**config.mk**
```make
export PLATFORM = sky130hd
export DESIGN_NAME = pipe_stage_reg
export DESIGN_NICKNAME = d
export VERILOG_FILES = /design/src/rtl/pipe_stage_reg_pkg.sv /design/src/rtl/pipe_stage_reg_slot.sv /design/src/rtl/pipe_stage_reg.sv
export SDC_FILE = /design/constraint.sdc
export NUM_CORES = 1
export LEC_CHECK = 0
export BUFFER_PORTS_ARGS = -buffer_cell sky130_fd_sc_hd__buf_4
export CAP_MARGIN = 20
export CORE_AREA = 2 2 184 186
export CTS_BUF_LIST = sky130_fd_sc_hd__clkbuf_4 sky130_fd_sc_hd__clkbuf_8 sky130_fd_sc_hd__clkbuf_16
export DETAILED_ROUTE_END_ITERATION = 10
export DIE_AREA = 0 0 186 188
export MAX_ROUTING_LAYER = met4
export SLEW_MARGIN = 20
export SYNTH_ARGS = -nofsm -noshare
export SYNTH_HDL_FRONTEND = slang
export SYNTH_SLANG_ARGS = --single-unit
```
**constraint.sdc**
```tcl
create_clock -name clk -period 7.17 [get_ports clk]
set_clock_uncertainty 0.2 [all_clocks]
set_input_delay 1.434 -clock clk [delete_from_list [all_inputs] [get_ports clk]]
set_output_delay 1.434 -clock clk [all_outputs]
set_load 0.01 [all_outputs]
```
**src/rtl/pipe_stage_reg_pkg.sv**
```systemverilog
// ---------------------------------------------------------------------------
// pipe_stage_reg_pkg : shared widths, control-bit indices and slot-update codes
// Rev 1.0
// ---------------------------------------------------------------------------
`default_nettype none

package pipe_stage_reg_pkg;

  localparam int DEFAULT_DATA_W = 96;
  localparam int DEFAULT_CTRL_W = 16;

  // Bit positions inside the control bundle; an all-zero bundle is a NOP.
  localparam int CTRL_REGWRITE  = 0;
  localparam int CTRL_MEMWRITE  = 1;
  localparam int CTRL_BRANCH    = 2;
  localparam int CTRL_JUMP      = 3;
  localparam int CTRL_ALUOP_LSB = 4;
  localparam int CTRL_ALUOP_W   = 4;

  // What the main entry does at the next edge.
  typedef enum logic [1:0] {
    M_KEEP      = 2'd0,
    M_FROM_IN   = 2'd1,
    M_FROM_SKID = 2'd2,
    M_CLEAR     = 2'd3
  } m_op_e;

  // What the skid entry does at the next edge.
  typedef enum logic [1:0] {
    S_KEEP    = 2'd0,
    S_FROM_IN = 2'd1,
    S_CLEAR   = 2'd2
  } s_op_e;

  function automatic logic [1:0] count_valid(input logic a, input logic b);
    return {1'b0, a} + {1'b0, b};
  endfunction

endpackage

`default_nettype wire

```
**src/rtl/pipe_stage_reg_slot.sv**
```systemverilog
// ---------------------------------------------------------------------------
// pipe_slot : one valid+data+ctrl entry with load and clear (clear wins)
// Rev 1.0
// ---------------------------------------------------------------------------
`default_nettype none

module pipe_slot #(
  parameter int DATA_W = 96,
  parameter int CTRL_W = 16
) (
  input  logic              clk,
  input  logic              reset,
  input  logic              load,
  input  logic              clear,
  input  logic [DATA_W-1:0] d_data,
  input  logic [CTRL_W-1:0] d_ctrl,
  output logic              valid,
  output logic [DATA_W-1:0] data,
  output logic [CTRL_W-1:0] ctrl
);

  logic              r_valid;
  logic [DATA_W-1:0] r_data;
  logic [CTRL_W-1:0] r_ctrl;

  // Clearing drops valid and ctrl but keeps data, so a bubble never carries
  // live control while the datapath simply shows its last value.
  always_ff @(posedge clk or negedge reset) begin
    if (!reset) begin
      r_valid <= 1'b0;
      r_data  <= '0;
      r_ctrl  <= '0;
    end else if (clear) begin
      r_valid <= 1'b0;
      r_ctrl  <= '0;
    end else if (load) begin
      r_valid <= 1'b1;
      r_data  <= d_data;
      r_ctrl  <= d_ctrl;
    end
  end

  assign valid = r_valid;
  assign data  = r_data;
  assign ctrl  = r_ctrl;

endmodule

`default_nettype wire

```
**src/rtl/pipe_stage_reg.sv**
```systemverilog
// ---------------------------------------------------------------------------
// pipe_stage_reg : valid/ready stage register with optional skid, hold, flush
// Rev 1.0
// ---------------------------------------------------------------------------
`default_nettype none

module pipe_stage_reg
  import pipe_stage_reg_pkg::*;
#(
  parameter int DATA_W = DEFAULT_DATA_W,
  parameter int CTRL_W = DEFAULT_CTRL_W,
  parameter int SKID   = 1
) (
  input  logic              clk,
  input  logic              reset,
  input  logic              in_valid,
  output logic              in_ready,
  input  logic [DATA_W-1:0] in_data,
  input  logic [CTRL_W-1:0] in_ctrl,
  input  logic              hold,
  input  logic              flush,
  output logic              out_valid,
  input  logic              out_ready,
  output logic [DATA_W-1:0] out_data,
  output logic [CTRL_W-1:0] out_ctrl,
  output logic [1:0]        occupancy
);

  logic              w_m_valid;
  logic [DATA_W-1:0] w_m_data;
  logic [CTRL_W-1:0] w_m_ctrl;
  logic              w_s_valid;
  logic [DATA_W-1:0] w_s_data;
  logic [CTRL_W-1:0] w_s_ctrl;

  logic              w_in_fire;
  logic              w_out_fire;
  m_op_e             w_m_op;
  s_op_e             w_s_op;
  logic [DATA_W-1:0] w_m_d_data;
  logic [CTRL_W-1:0] w_m_d_ctrl;

  assign w_out_fire = w_m_valid & out_ready & ~hold;
  assign w_in_fire  = in_valid & in_ready;

  // Flush overrides everything, including hold and a same-cycle accept.
  always_comb begin
    w_m_op = M_KEEP;
    w_s_op = S_KEEP;
    if (flush) begin
      w_m_op = M_CLEAR;
      w_s_op = S_CLEAR;
    end else if (w_out_fire) begin
      // A valid skid entry forces in_ready low, so no accept can coincide.
      if (w_s_valid) begin
        w_m_op = M_FROM_SKID;
        w_s_op = S_CLEAR;
      end else if (w_in_fire) begin
        w_m_op = M_FROM_IN;
      end else begin
        w_m_op = M_CLEAR;
      end
    end else if (w_in_fire) begin
      if (!w_m_valid) begin
        w_m_op = M_FROM_IN;
      end else begin
        w_s_op = S_FROM_IN;
      end
    end
  end

  always_comb begin
    w_m_d_data = in_data;
    w_m_d_ctrl = in_ctrl;
    if (w_m_op == M_FROM_SKID) begin
      w_m_d_data = w_s_data;
      w_m_d_ctrl = w_s_ctrl;
    end
  end

  pipe_slot #(
    .DATA_W (DATA_W),
    .CTRL_W (CTRL_W)
  ) u_main (
    .clk    (clk),
    .reset  (reset),
    .load   ((w_m_op == M_FROM_IN) || (w_m_op == M_FROM_SKID)),
    .clear  (w_m_op == M_CLEAR),
    .d_data (w_m_d_data),
    .d_ctrl (w_m_d_ctrl),
    .valid  (w_m_valid),
    .data   (w_m_data),
    .ctrl   (w_m_ctrl)
  );

  generate
    if (SKID != 0) begin : g_skid
      pipe_slot #(
        .DATA_W (DATA_W),
        .CTRL_W (CTRL_W)
      ) u_skid (
        .clk    (clk),
        .reset  (reset),
        .load   (w_s_op == S_FROM_IN),
        .clear  (w_s_op == S_CLEAR),
        .d_data (in_data),
        .d_ctrl (in_ctrl),
        .valid  (w_s_valid),
        .data   (w_s_data),
        .ctrl   (w_s_ctrl)
      );

      // Registered ready: no combinational path from out_ready.
      assign in_ready = ~w_s_valid;
    end else begin : g_no_skid
      logic w_unused_s_op;

      assign w_s_valid     = 1'b0;
      assign w_s_data      = '0;
      assign w_s_ctrl      = '0;
      assign w_unused_s_op = ^w_s_op;
      assign in_ready      = ~w_m_valid | w_out_fire;
    end
  endgenerate

  assign out_valid = w_m_valid;
  assign out_data  = w_m_data;
  assign out_ctrl  = w_m_valid ? w_m_ctrl : '0;
  assign occupancy = count_valid(w_m_valid, w_s_valid);

  generate
    if (SKID == 0) begin : g_chk_single
      a_single_entry : assert property (@(posedge clk) disable iff (!reset)
        occupancy != 2'd2);
    end
  endgenerate

  a_skid_implies_main : assert property (@(posedge clk) disable iff (!reset)
    w_s_valid |-> w_m_valid);

endmodule

`default_nettype wire

```
After elaboration in Yosys (flattened, before gate mapping)
Cells that the tools add are included.
{"block": "word_totals", "romBits": 0, "output_inout_bits": 116, "latch_bits": 0, "memories": 0, "register_bits": 226, "mem_bits_rw": 0}
{"block": "classes", "n_lt_le_gt_ge": 0, "n_mux": 22, "n_reduce_logical": 5, "bitwise_logic": 7, "n_shift": 0, "addsub": 1, "n_eq_ne": 5, "n_mul": 0, "n_div": 0}
{"op": "$mux W16", "count": 6}
{"op": "$mux W96", "count": 1}
{"op": "$mux W2", "count": 7}
{"op": "$mux W1", "count": 8}
{"op": "$eq A2 B2 Y1 const B", "count": 3}
{"op": "$eq A2 B1 Y1 const B", "count": 2}
{"op": "$not A1 Y1", "count": 4}
{"op": "$reduce_and A2 Y1", "count": 2}
{"op": "$reduce_bool A2 Y1", "count": 2}
{"op": "$and A1 B1 Y1", "count": 3}
{"op": "$add A1 B1 Y2", "count": 1}
{"op": "$logic_or A1 B1 Y1", "count": 1}

Longest topological paths before layout
Gate-level depths: netlist (run 1).
{"block": "depth", "ltp_word": 10, "ltp_mapped": 9}

Modules after synthesis
A second synthesis (run 1) with hierarchy kept.
{"block": "unflattened", "cells_unflattened": 672, "hier_area_um2": 10530.1}
{"mod": "pipe_slot", "seq_area_each_um2": 2827.7, "area_per_inst_um2": 4471.8, "cells_each": 259, "instances": 2}
{"mod": "pipe_stage_reg", "seq_area_each_um2": 0.0, "area_per_inst_um2": 1586.5, "cells_each": 154, "instances": 1}

Worst setup path after synthesis (run 1)
OpenSTA, ideal clock, no wires.
{"block": "synth_path", "path_kind": "in2reg", "from": "input out_ready", "to": "register u_main.r_data[15] (netlist: u_main.data[15])", "path_buffers": 3, "arrival_ns": 3.003, "setup_time_ns": 0.137, "t_required_ns": 6.833, "stages": 8, "slack_ns": 3.830, "path_cell_list": "and3b_1 -> buf_2 -> a221oi_1 -> ha_1 -> buf_4 -> buf_4 -> mux2i_1 -> a21oi_1"}
{"block": "synth_via", "elab_chain_len": 7, "elab_cells_between_ends": 11, "cone_classes": "eq/ne: 3; mux: 3; bitwise: 3; reduce/logical: 2"}
{"element": "start, declared", "line": "pipe_stage_reg.sv:23", "source": "input logic out_ready,"}
{"element": "$and A1 B1 Y1 (*) (2 in a row)", "line": "pipe_stage_reg.sv:43", "source": "assign w_out_fire = w_m_valid & out_ready & ~hold;"}
{"element": "$mux W2 (*)", "line": "pipe_stage_reg.sv:53", "source": "end else if (w_out_fire) begin"}
{"element": "$mux W2 (*)", "line": "pipe_stage_reg.sv:50", "source": "if (flush) begin"}
{"element": "$eq A2 B1 Y1, or another cell as far along", "line": "pipe_stage_reg.sv:87", "source": ".load ((w_m_op == M_FROM_IN) || (w_m_op == M_FROM_SKID)),"}
{"element": "$logic_or A1 B1 Y1 / $not A1 Y1 (equally long branches)"}
{"element": "$reduce_and A2 Y1 (no source line)"}
{"element": "end signal, assigned", "line": "pipe_stage_reg_slot.sv:38", "source": "r_data <= d_data;"}
{"element": "end, declared", "line": "pipe_stage_reg_slot.sv:23", "source": "logic [DATA_W-1:0] r_data;"}
Mark *: on every way between the ends. The rest lies on a longest branch, timed or not.
A chain may end at the register's enable or synchronous reset.

Worst setup path after layout (run 1)
{"block": "layout_path", "from": "input out_ready", "to": "register u_main.r_data[44] (netlist: u_main.data[44])"}
Same word-level chain as after synthesis.

==> results of run 1 <==
## layout by cell type (no fill, tap or decap), types with 17 or more instances in the layout
| cell type | n |
|---|---|
| nor2_1 | 97 |
| buf_4 | 233 |
| dfrtp_1 | 226 |
| nand2b_1 | 17 |
| clkbuf_16 | 26 |
| o21ai_0 | 22 |
| mux2_2 | 96 |
| mux2i_1 | 114 |
| nand2_1 | 32 |
| a21oi_1 | 98 |
## power by group through the flow
stage                     logic [uW]  registers (uW)  clock network (uW)
after floorplan                  644            2030                   0
after global placement          1200            1990                   0
after detailed placement        1220            2010                   0
after CTS                       1220            1990                1380
after global routing            1320            2050                1430
final                           1200            1980                1330
## final cells by class
class                   instances  share of cell area [%]
repair buffers                237                    14.4
clock buffers                  33                    5.69
flip-flops and latches        226                    44.5
well taps                     448                    4.41
multi-input cells             518                    29.8
clock inverters                15                    1.16
inverters                       2                  0.0591
## cell families after synthesis
| group | count (synthesis) | synth area share [%] |
|---|---|---|
| DFF | 226 | 57.9 |
| muxes | 210 | 22.8 |
| and+or+nand+nor | 167 | 7.43 |
| AOI/OAI and AO/OA | 134 | 7.24 |
| buffers and inverters | 58 | 3.74 |
| adders and majority gates | 7 | 0.897 |
## metal layers
layer / vias to the layer above / GRT usage, % / part of all wire, %
li1: 3194 / - / -
met1: 3175 / 16.3 / 43
met2: 149 / 21.7 / 49
met3: 37 / 3.01 / 6.0
met4: 0 / 3.82 / 2.7
met5: - / - / 0
## worst min-delay path by stage
stage,start,to,slack (ps),cells after the start
after global routing,u_main.ctrl[8]$_DFFE_PN0P_,u_main.ctrl[8]$_DFFE_PN0P_,290,2
after detailed placement,u_main.ctrl[8]$_DFFE_PN0P_,u_main.ctrl[8]$_DFFE_PN0P_,260,2
after floorplan,u_main.ctrl[0]$_DFFE_PN0P_,u_main.ctrl[0]$_DFFE_PN0P_,240,2
after CTS,u_main.ctrl[8]$_DFFE_PN0P_,u_main.ctrl[8]$_DFFE_PN0P_,280,2
after global placement,u_main.ctrl[8]$_DFFE_PN0P_,u_main.ctrl[8]$_DFFE_PN0P_,260,2
final,u_main.ctrl[8]$_DFFE_PN0P_,u_main.ctrl[8]$_DFFE_PN0P_,270,2
## flip-flops by register name (all words and copies together) (netlist names)
signal	cells
g_skid.u_skid.valid	1
u_main.valid	1
u_main.ctrl	16
g_skid.u_skid.ctrl	16
g_skid.u_skid.data	96
u_main.data	96
## critical path: cells and delay by family
kind	cells	cell delay, ps
buf+inv	2	600
simple gates	1	220
fa+ha+maj	1	850
compound gates	2	670
mux	1	240
## per-stage QoR
stage	hold slack (ps)	cells	total power [uW]
after floorplan	242	802	2680
after global placement	256	1431	3190
after detailed placement	263	1431	3230
after CTS	276	1479	4600
after global routing	292	1479	4800
final	268	1479	4510
==> metrics.txt, run 1 <==
Worst R2R End u_main.data[44]$_DFFE_PN0P_; area leader, netlist dfrtp_1; ranking of synthesized cells by area dfrtp_1 58%, mux2i_1 12%, mux2_2 11%; Clk pwr share 29.5%; Final Util roughly two fifths; Reg2Reg Depth 6; end of the critical path u_main.data[44]$_DFFE_PN0P_; Pwr Density 356 nW/um^2; DP Worst Slack 2660 ps; CP Class in2reg; post-place instance area 11800 um^2; CP Max Fanout 61; setup TNS 0 ps; Synth Area per Inst 12.2 um^2; Switching Fraction 29.5%; R2R setup slack 3540 ps; Post-Route WL 22500 um; CTS Buf Count 26; Switching Power between 1000 and 1500 uW; Starting Density 29.5%; post-CTS setup buffers 0; Total GRT Usage 13.3%; drt drc 0; Mapped Cells about 800; Clock Path Buffers 3; Port Buffers 233; diode count 0; initial antenna violation count 0; share of cells above drive strength 1 37.9%; cell leakage power 0.00568 uW; area grow syn2layout 30.1%; P_int approximately 3200 uW; worst slew pin tran between 1000 and 1500 ps; Clk Latency, worst-skew pair 530 ps; most common cell in the netlist dfrtp_1; Max stage delay cell, worst path ha_4; synth cell count leaders 226 x dfrtp_1, 114 x mux2i_1, 98 x a21oi_1, 97 x nor2_1, 96 x mux2_2; area of the multi-input gates ~3800 um^2; Startpoint Class input pin; post-synthesis cell area 9760 um^2; Std-Cell Rows 67; DP HPWL 14300 um; Filler Cell Count 3272; Hold Buf Count CTS 0; clock root cell clkbuf_16; antenna-violating nets left 0; Peak VDD IR 187 uV; top-area cell type share of the netlist area 57.9%; post-DR vias/cell 4.43; via count of the routed design around 6.6k; run status complete, no violations; CTS clk-pin slew, worst paths 60 ps; register area 5660 um^2; CP Cell Sequence buf_4, and3b_1, a221oi_1, ha_4, buf_12, mux2i_1, a21oi_1; largest net degree at the start of global routing 193; max cap viols 0; Yosys reg bits 226; Final WS setup 3280 ps; Resize count post-CTS 0; WL per Instance 15.2 um; register area share after synthesis 57.9%; Async S/R FF share, synth between 90% and 100%; Yosys cell types 27; number of synthesized flops with an enable pin 0; fin crit period approximately 4000 ps; clk sinks 226; Die Width 186 um; max-slew violations 0; final setup fails 0; vias in the first global route 6698; Post-Synthesis Net Count 927; YS warnings 0; # IOs approximately 230; first-pass iteration count of the detailed router 5; first-pass GRT wire length 36200 um; CP peak stage delay between 800 and 900 ps; TritonCTS clock tree built; f_max 257 MHz; die footprint about 35000 um^2; Final period util roughly 54%; Worst slew margin 22.3%; GP Congestion 0.748; power share of the sequential group about 44%; RSZ-0062 raised after global routing false; total gr overflow 0; Worst EP required 7320 ps; core area approximately 33000 um^2; worst path arrival time 4040 ps; nets 1136; final hold violation count 0; hold crit path type reg2reg; die height approximately 190 um; Synth Flop Type dfrtp_1; design area 12700 um^2; worst reg2reg startpoint u_main.valid$_DFFE_PN0P_; Iteration-0 DRC Markers 268; crit end category register; CP Launch Point out_ready; H-tree levels 1; Gate power share 26.6%
(Power assumes the default switching activity.)
==> inputs of run 2 (changes only) <==
==> constraint.sdc (replaced) <==
create_clock -name clk -period 3.9 [get_ports clk]
set_clock_uncertainty 0.2 [all_clocks]
set_input_delay 0.78 -clock clk [delete_from_list [all_inputs] [get_ports clk]]
set_output_delay 0.78 -clock clk [all_outputs]
set_load 0.01 [all_outputs]
==> run 2 against run 1 <==
Non-clock buffer count increased by 9. Utilization increased by 0.35 points. Sequential share of layout area decreased by 0.40 points. Global-route usage increased by 0.65 points. Combinational power increased by 87%. Via count increased by 2.2%. Power increased by 85%. Register-to-register slack got worse by 2700 ps. Cell count increased by 0.41%. Flip-flop and latch count unchanged.
==> metrics.txt, run 2 (same netlist as run 1, synthesis figures left out) <==
initial antenna violation count 0 (unchanged); DP Worst Slack 697 ps (-1960 ps); die footprint 35000 um^2 (unchanged); R2R setup slack 820 ps (-2720 ps); Std-Cell Rows 67 (unchanged); CP Class reg2reg; first-pass GRT wire length 37700 um (+4.1%); die height 188 um (unchanged); Resize count post-CTS 0 (unchanged); setup TNS 0 ps (unchanged); RSZ-0062 raised after global routing false; fin crit period ~3100 ps; GP Congestion 0.764 (+2.2%); Max stage delay cell, worst path a221oi_1; Worst EP required 4060 ps (-3260 ps); Die Width 186 um (unchanged); area grow syn2layout 31.2%; Peak VDD IR 341 uV (+82%); final hold violation count 0 (unchanged); most common cell after layout, fill and taps aside buf_4; Starting Density 29.5% (unchanged); drt drc 0 (unchanged); cell leakage power 0.00575 uW (+1.2%); diode count 0 (unchanged); commonest non-fill, non-tap cells in the layout 239 x buf_4, 226 x dfrtp_1, 114 x mux2i_1; via count of the routed design 6696 (+2.2%); # IOs 234 (unchanged); first-pass iteration count of the detailed router 4 (-1); clk sinks 226 (unchanged); Filler Cell Count 3234 (-1.2%); Hold Buf Count CTS 0 (unchanged); Clock Path Buffers 3 (unchanged); max-slew violations 0 (unchanged); Pwr Density 652 nW/um^2 (+84%); run status complete, no violations; Final WS setup 824 ps (-2460 ps); Startpoint Class register; post-DR vias/cell 4.51 (+1.7%); worst slew pin tran 815 ps (-350 ps); DP HPWL 15100 um (+5.6%); H-tree levels 1 (unchanged); CP peak stage delay 630 ps (-220 ps); share of cells above drive strength 1 38.3% (+0.36 points); vias in the first global route 6935 (+3.5%); total gr overflow 0 (unchanged); CTS clk-pin slew, worst paths 60 ps (about the same); final setup fails 0 (unchanged); max cap viols 0 (unchanged); Post-Route WL 23200 um (+3.0%); worst path arrival time 3240 ps (-800 ps); crit end category register; Final period util 78.9%; Worst slew margin 45.6% (+23 points); CP Max Fanout 21 (-66%); largest net degree at the start of global routing 100 (-48%); TritonCTS clock tree built; f_max 325 MHz; core area 33100 um^2 (unchanged); WL per Instance 15.6 um (+2.6%); post-CTS setup buffers 0 (unchanged); CP Cell Sequence and3b_1, a221oi_1, ha_1, or2_1, o21ai_0; clock root cell clkbuf_16; Iteration-0 DRC Markers 306 (+14%); Total GRT Usage 13.9% (+0.65 points); nets 1145 (+0.79%); CTS Buf Count 26 (unchanged); Clk Latency, worst-skew pair 520 ps (about the same); antenna-violating nets left 0 (unchanged); hold crit path type in2async; Port Buffers 233 (unchanged)
[run 2: cell count changes in the layout (fill, tap and decap cells not counted), sizes merged]
cell	delta
clkinvlp	-3
clkinv	-6
bufinv	-1
buf	+9
clkbuf	+7
[run 2: metrics by stage]
stage               total power, uW  hold slack [ps]  cells  instance area, um^2  util (%)
CTS                            8510              147   1485                12800      38.7
finish                         8360             95.8   1485                12800      38.7
global route                   8910              172   1485                12800      38.7
detailed placement             5980              262   1440                11900      36.0
floorplan                      4920              242    802                 9760         -
global placement               5910              257   1440                11900      36.0
[run 2: worst max-delay path: cells and delay by family, from the launching register on]
| kind | cells | cell delay, ps |
|---|---|---|
| AOI/OAI and AO/OA | 2 | 830 |
| adders and majority gates | 1 | 280 |
| DFF | 1 | 620 |
| and+or+nand+nor | 2 | 980 |
[run 2: final timing paths]
| check | startpoint | cells past startpoint | endpoint |
|---|---|---|---|
| min in group clk | u_main.ctrl[8]$_DFFE_PN0P_ | 2 | u_main.ctrl[8]$_DFFE_PN0P_ |
| max in group asynchronous | reset | 2 | u_main.data[6]$_DFFE_PN0P_ |
| setup reg to reg | u_main.valid$_DFFE_PN0P_ | 5 | u_main.ctrl[3]$_DFFE_PN0P_ |
| hold / removal | reset | 1 | u_main.data[86]$_DFFE_PN0P_ |
| hold reg to reg | u_main.ctrl[8]$_DFFE_PN0P_ | 2 | u_main.ctrl[8]$_DFFE_PN0P_ |
| setup / recovery | u_main.valid$_DFFE_PN0P_ | 5 | u_main.ctrl[3]$_DFFE_PN0P_ |
[run 2: layer usage]
layer,part of all wire [%],up-vias,wire [um],GRT usage (%)
met4,2.7,0,627,3.94
li1,-,3209,-,-
met2,49,152,11300,23.2
met1,43,3293,9930,16.8
met5,0,-,0,-
met3,5.8,42,1350,3.13
[run 2: where the power goes]
group	internal (uW)	switching [uW]	leakage (uW)
Combinational	1220	1010	0.00260
Sequential	3200	457	0.00270
Clock	1520	951	0.000446
[run 2: cell type report]
class / instances / area, um^2 / share of cell area, %
multi-input combinational: 518 / 3780 / 29.5
tap: 448 / 561 / 4.37
inverter: 2 / 7.51 / 0.0586
sequential: 226 / 5660 / 44.1
timing repair buffer: 246 / 1930 / 15.1
clock buffer: 40 / 830 / 6.47
clock inverter: 5 / 50.0 / 0.391
==> inputs of run 3 (changes only) <==
==> constraint.sdc (replaced) <==
create_clock -name clk -period 2.9 [get_ports clk]
set_clock_uncertainty 0.2 [all_clocks]
set_input_delay 0.58 -clock clk [delete_from_list [all_inputs] [get_ports clk]]
set_output_delay 0.58 -clock clk [all_outputs]
set_load 0.01 [all_outputs]
==> run 3 against run 2 <==
Global-route usage decreased by 0.30 points. First-iteration DRC count decreased by 7.8%. Utilization increased by 0.70 points. Cell count increased by 1.1%. Sequential power increased by 34%. Design area increased by 1.8%. Sequential share of layout area decreased by 0.78 points. Largest power group unchanged.
==> metrics.txt, run 3 (same netlist as run 1, synthesis figures left out) <==
share of cells above drive strength 1 39.2% (+0.90 points); Std-Cell Rows 67 (unchanged); first-pass GRT wire length 37000 um (-1.9%); f_max 393 MHz (+21%); max cap viols 0 (unchanged); fin crit period 2550 ps (-529 ps); Worst slew margin 51.4% (+5.8 points); Port Buffers 233 (unchanged); Worst EP required 3070 ps (-990 ps); final hold violation count 0 (unchanged); diode count 0 (unchanged); worst path arrival time 2720 ps (-520 ps); clock root cell clkbuf_16; CTS clk-pin slew, worst paths 60 ps (about the same); via count of the routed design 6650 (-0.69%); setup TNS 0 ps (unchanged); post-DR vias/cell 4.43 (-1.8%); max-slew violations 0 (unchanged); Die Width 186 um (unchanged); Max stage delay cell, worst path or2_1; area of the multi-input gates 3780 um^2 (unchanged); hold crit path type in2reg; clk sinks 226 (unchanged); vias in the first global route 6887 (-0.69%); RSZ-0062 raised after global routing false; Total GRT Usage 13.6% (-0.30 points); run status complete, no violations; WL per Instance 15.6 um (about the same); largest net degree at the start of global routing 75 (-25%); CP Cell Sequence and3b_1, a221oi_1, buf_4, ha_1, or2_1, o21ai_0; core area 33100 um^2 (unchanged); register area 5660 um^2 (unchanged); Clock Path Buffers 3 (unchanged); initial antenna violation count 0 (unchanged); Filler Cell Count 3207 (-0.83%); die height 188 um (unchanged); commonest non-fill, non-tap cells in the layout 243 x buf_4, 226 x dfrtp_1, 114 x mux2i_1; Startpoint Class register; crit end category register; drt drc 0 (unchanged); antenna-violating nets left 0 (unchanged); final setup fails 0 (unchanged); H-tree levels 1 (unchanged); CP Class reg2reg; Peak VDD IR 444 uV (+30%); worst slew pin tran 728 ps (-87.0 ps); Iteration-0 DRC Markers 282 (-7.8%); DP HPWL 15900 um (+5.8%); TritonCTS clock tree built; # IOs 234 (unchanged); Post-Route WL 23500 um (+1.1%); GP Congestion 0.734 (-4.0%); post-CTS setup buffers 0 (unchanged); cell leakage power 0.00586 uW (+1.8%); Clk Latency, worst-skew pair 530 ps (about the same); CP peak stage delay 580 ps (-50 ps); first-pass iteration count of the detailed router 6 (+2); CP Max Fanout 16 (-24%); nets 1159 (+1.2%); hold_ws 96.3 ps (+0.464 ps); Pwr Density 871 nW/um^2 (+34%); CTS Buf Count 26 (unchanged); Final period util 87.8% (+9.0 points); most common cell after layout, fill and taps aside buf_4; total gr overflow 0 (unchanged); die footprint 35000 um^2 (unchanged); Starting Density 29.5% (unchanged); area grow syn2layout 33.6%
## run 3: cell types whose count changed in the layout (fill, tap and decap cells not counted), sizes merged
cell | before | now
buf | 246 | 259
bufinv | 1 | 2
clkbuf | 40 | 39
clkinv | 4 | 5
clkinvlp | 0 | 2
dlygate4sd3 | 0 | 1
## run 3: power breakdown
part	switching, uW	internal [uW]	leakage, uW
combinational	1390	1710	0.00271
clock	1300	2060	0.000446
sequential	606	4300	0.00270
## run 3: cell type report
class / instances / area share [%]
Clock inverter: 9 / 0.767
Inverter: 2 / 0.0576
Tap cell: 448 / 4.30
Sequential cell: 226 / 43.4
Clock buffer: 39 / 6.06
Multi-Input combinational cell: 518 / 29.0
Timing Repair Buffer: 260 / 16.5
## run 3: worst max-delay path, delay by kind of cell (launching register included)
kind | cells | cell delay, ps
AOI/OAI and AO/OA | 2 | 510
adders and majority gates | 1 | 160
buffers and inverters | 1 | 180
DFF | 1 | 470
and+or+nand+nor | 2 | 860
## run 3: repair_timing
action                                  CTS  global route
endpoints found under the hold margin    67             0
gates resized for setup                   0             0
endpoints found under the setup margin    0             0
hold buffers                              1             0
## run 3: per-stage QoR
step	worst slack [ps]	instance area [um^2]	total power, uW	instances	util [%]
5_1_grt	160	13000	12100	1502	39.4
3_5_place_dp	130	12100	8120	1453	36.7
2_1_floorplan	414	9760	6620	802	-
6_report	353	13000	11400	1502	39.4
4_1_cts	316	13000	11600	1502	39.4
3_3_place_gp	155	12100	8010	1453	36.7
## run 3: final timing paths
| path | from | to | slack (ps) | depth (start not counted) |
|---|---|---|---|---|
| max | u_main.valid$_DFFE_PN0P_ | u_main.ctrl[4]$_DFFE_PN0P_ | 350 | 6 |
| min | in_data[79] | g_skid.u_skid.data[79]$_DFFE_PN0P_ | 100 | 2 |
| max reg2reg | u_main.valid$_DFFE_PN0P_ | u_main.ctrl[4]$_DFFE_PN0P_ | 350 | 6 |
| min reg2reg | u_main.ctrl[5]$_DFFE_PN0P_ | u_main.ctrl[5]$_DFFE_PN0P_ | 270 | 2 |
| max in group asynchronous | reset | u_main.data[22]$_DFFE_PN0P_ | 1350 | 3 |
| min in group asynchronous | reset | u_main.data[86]$_DFFE_PN0P_ | 410 | 2 |
## run 3: routing by layer
metal	global-route usage (%)	vias up	wire [um]
met1	16.8	3218	10100
met3	3.26	35	1550
met5	-	-	0
met4	3.79	0	463
met2	22.1	154	11400
li1	-	3243	-
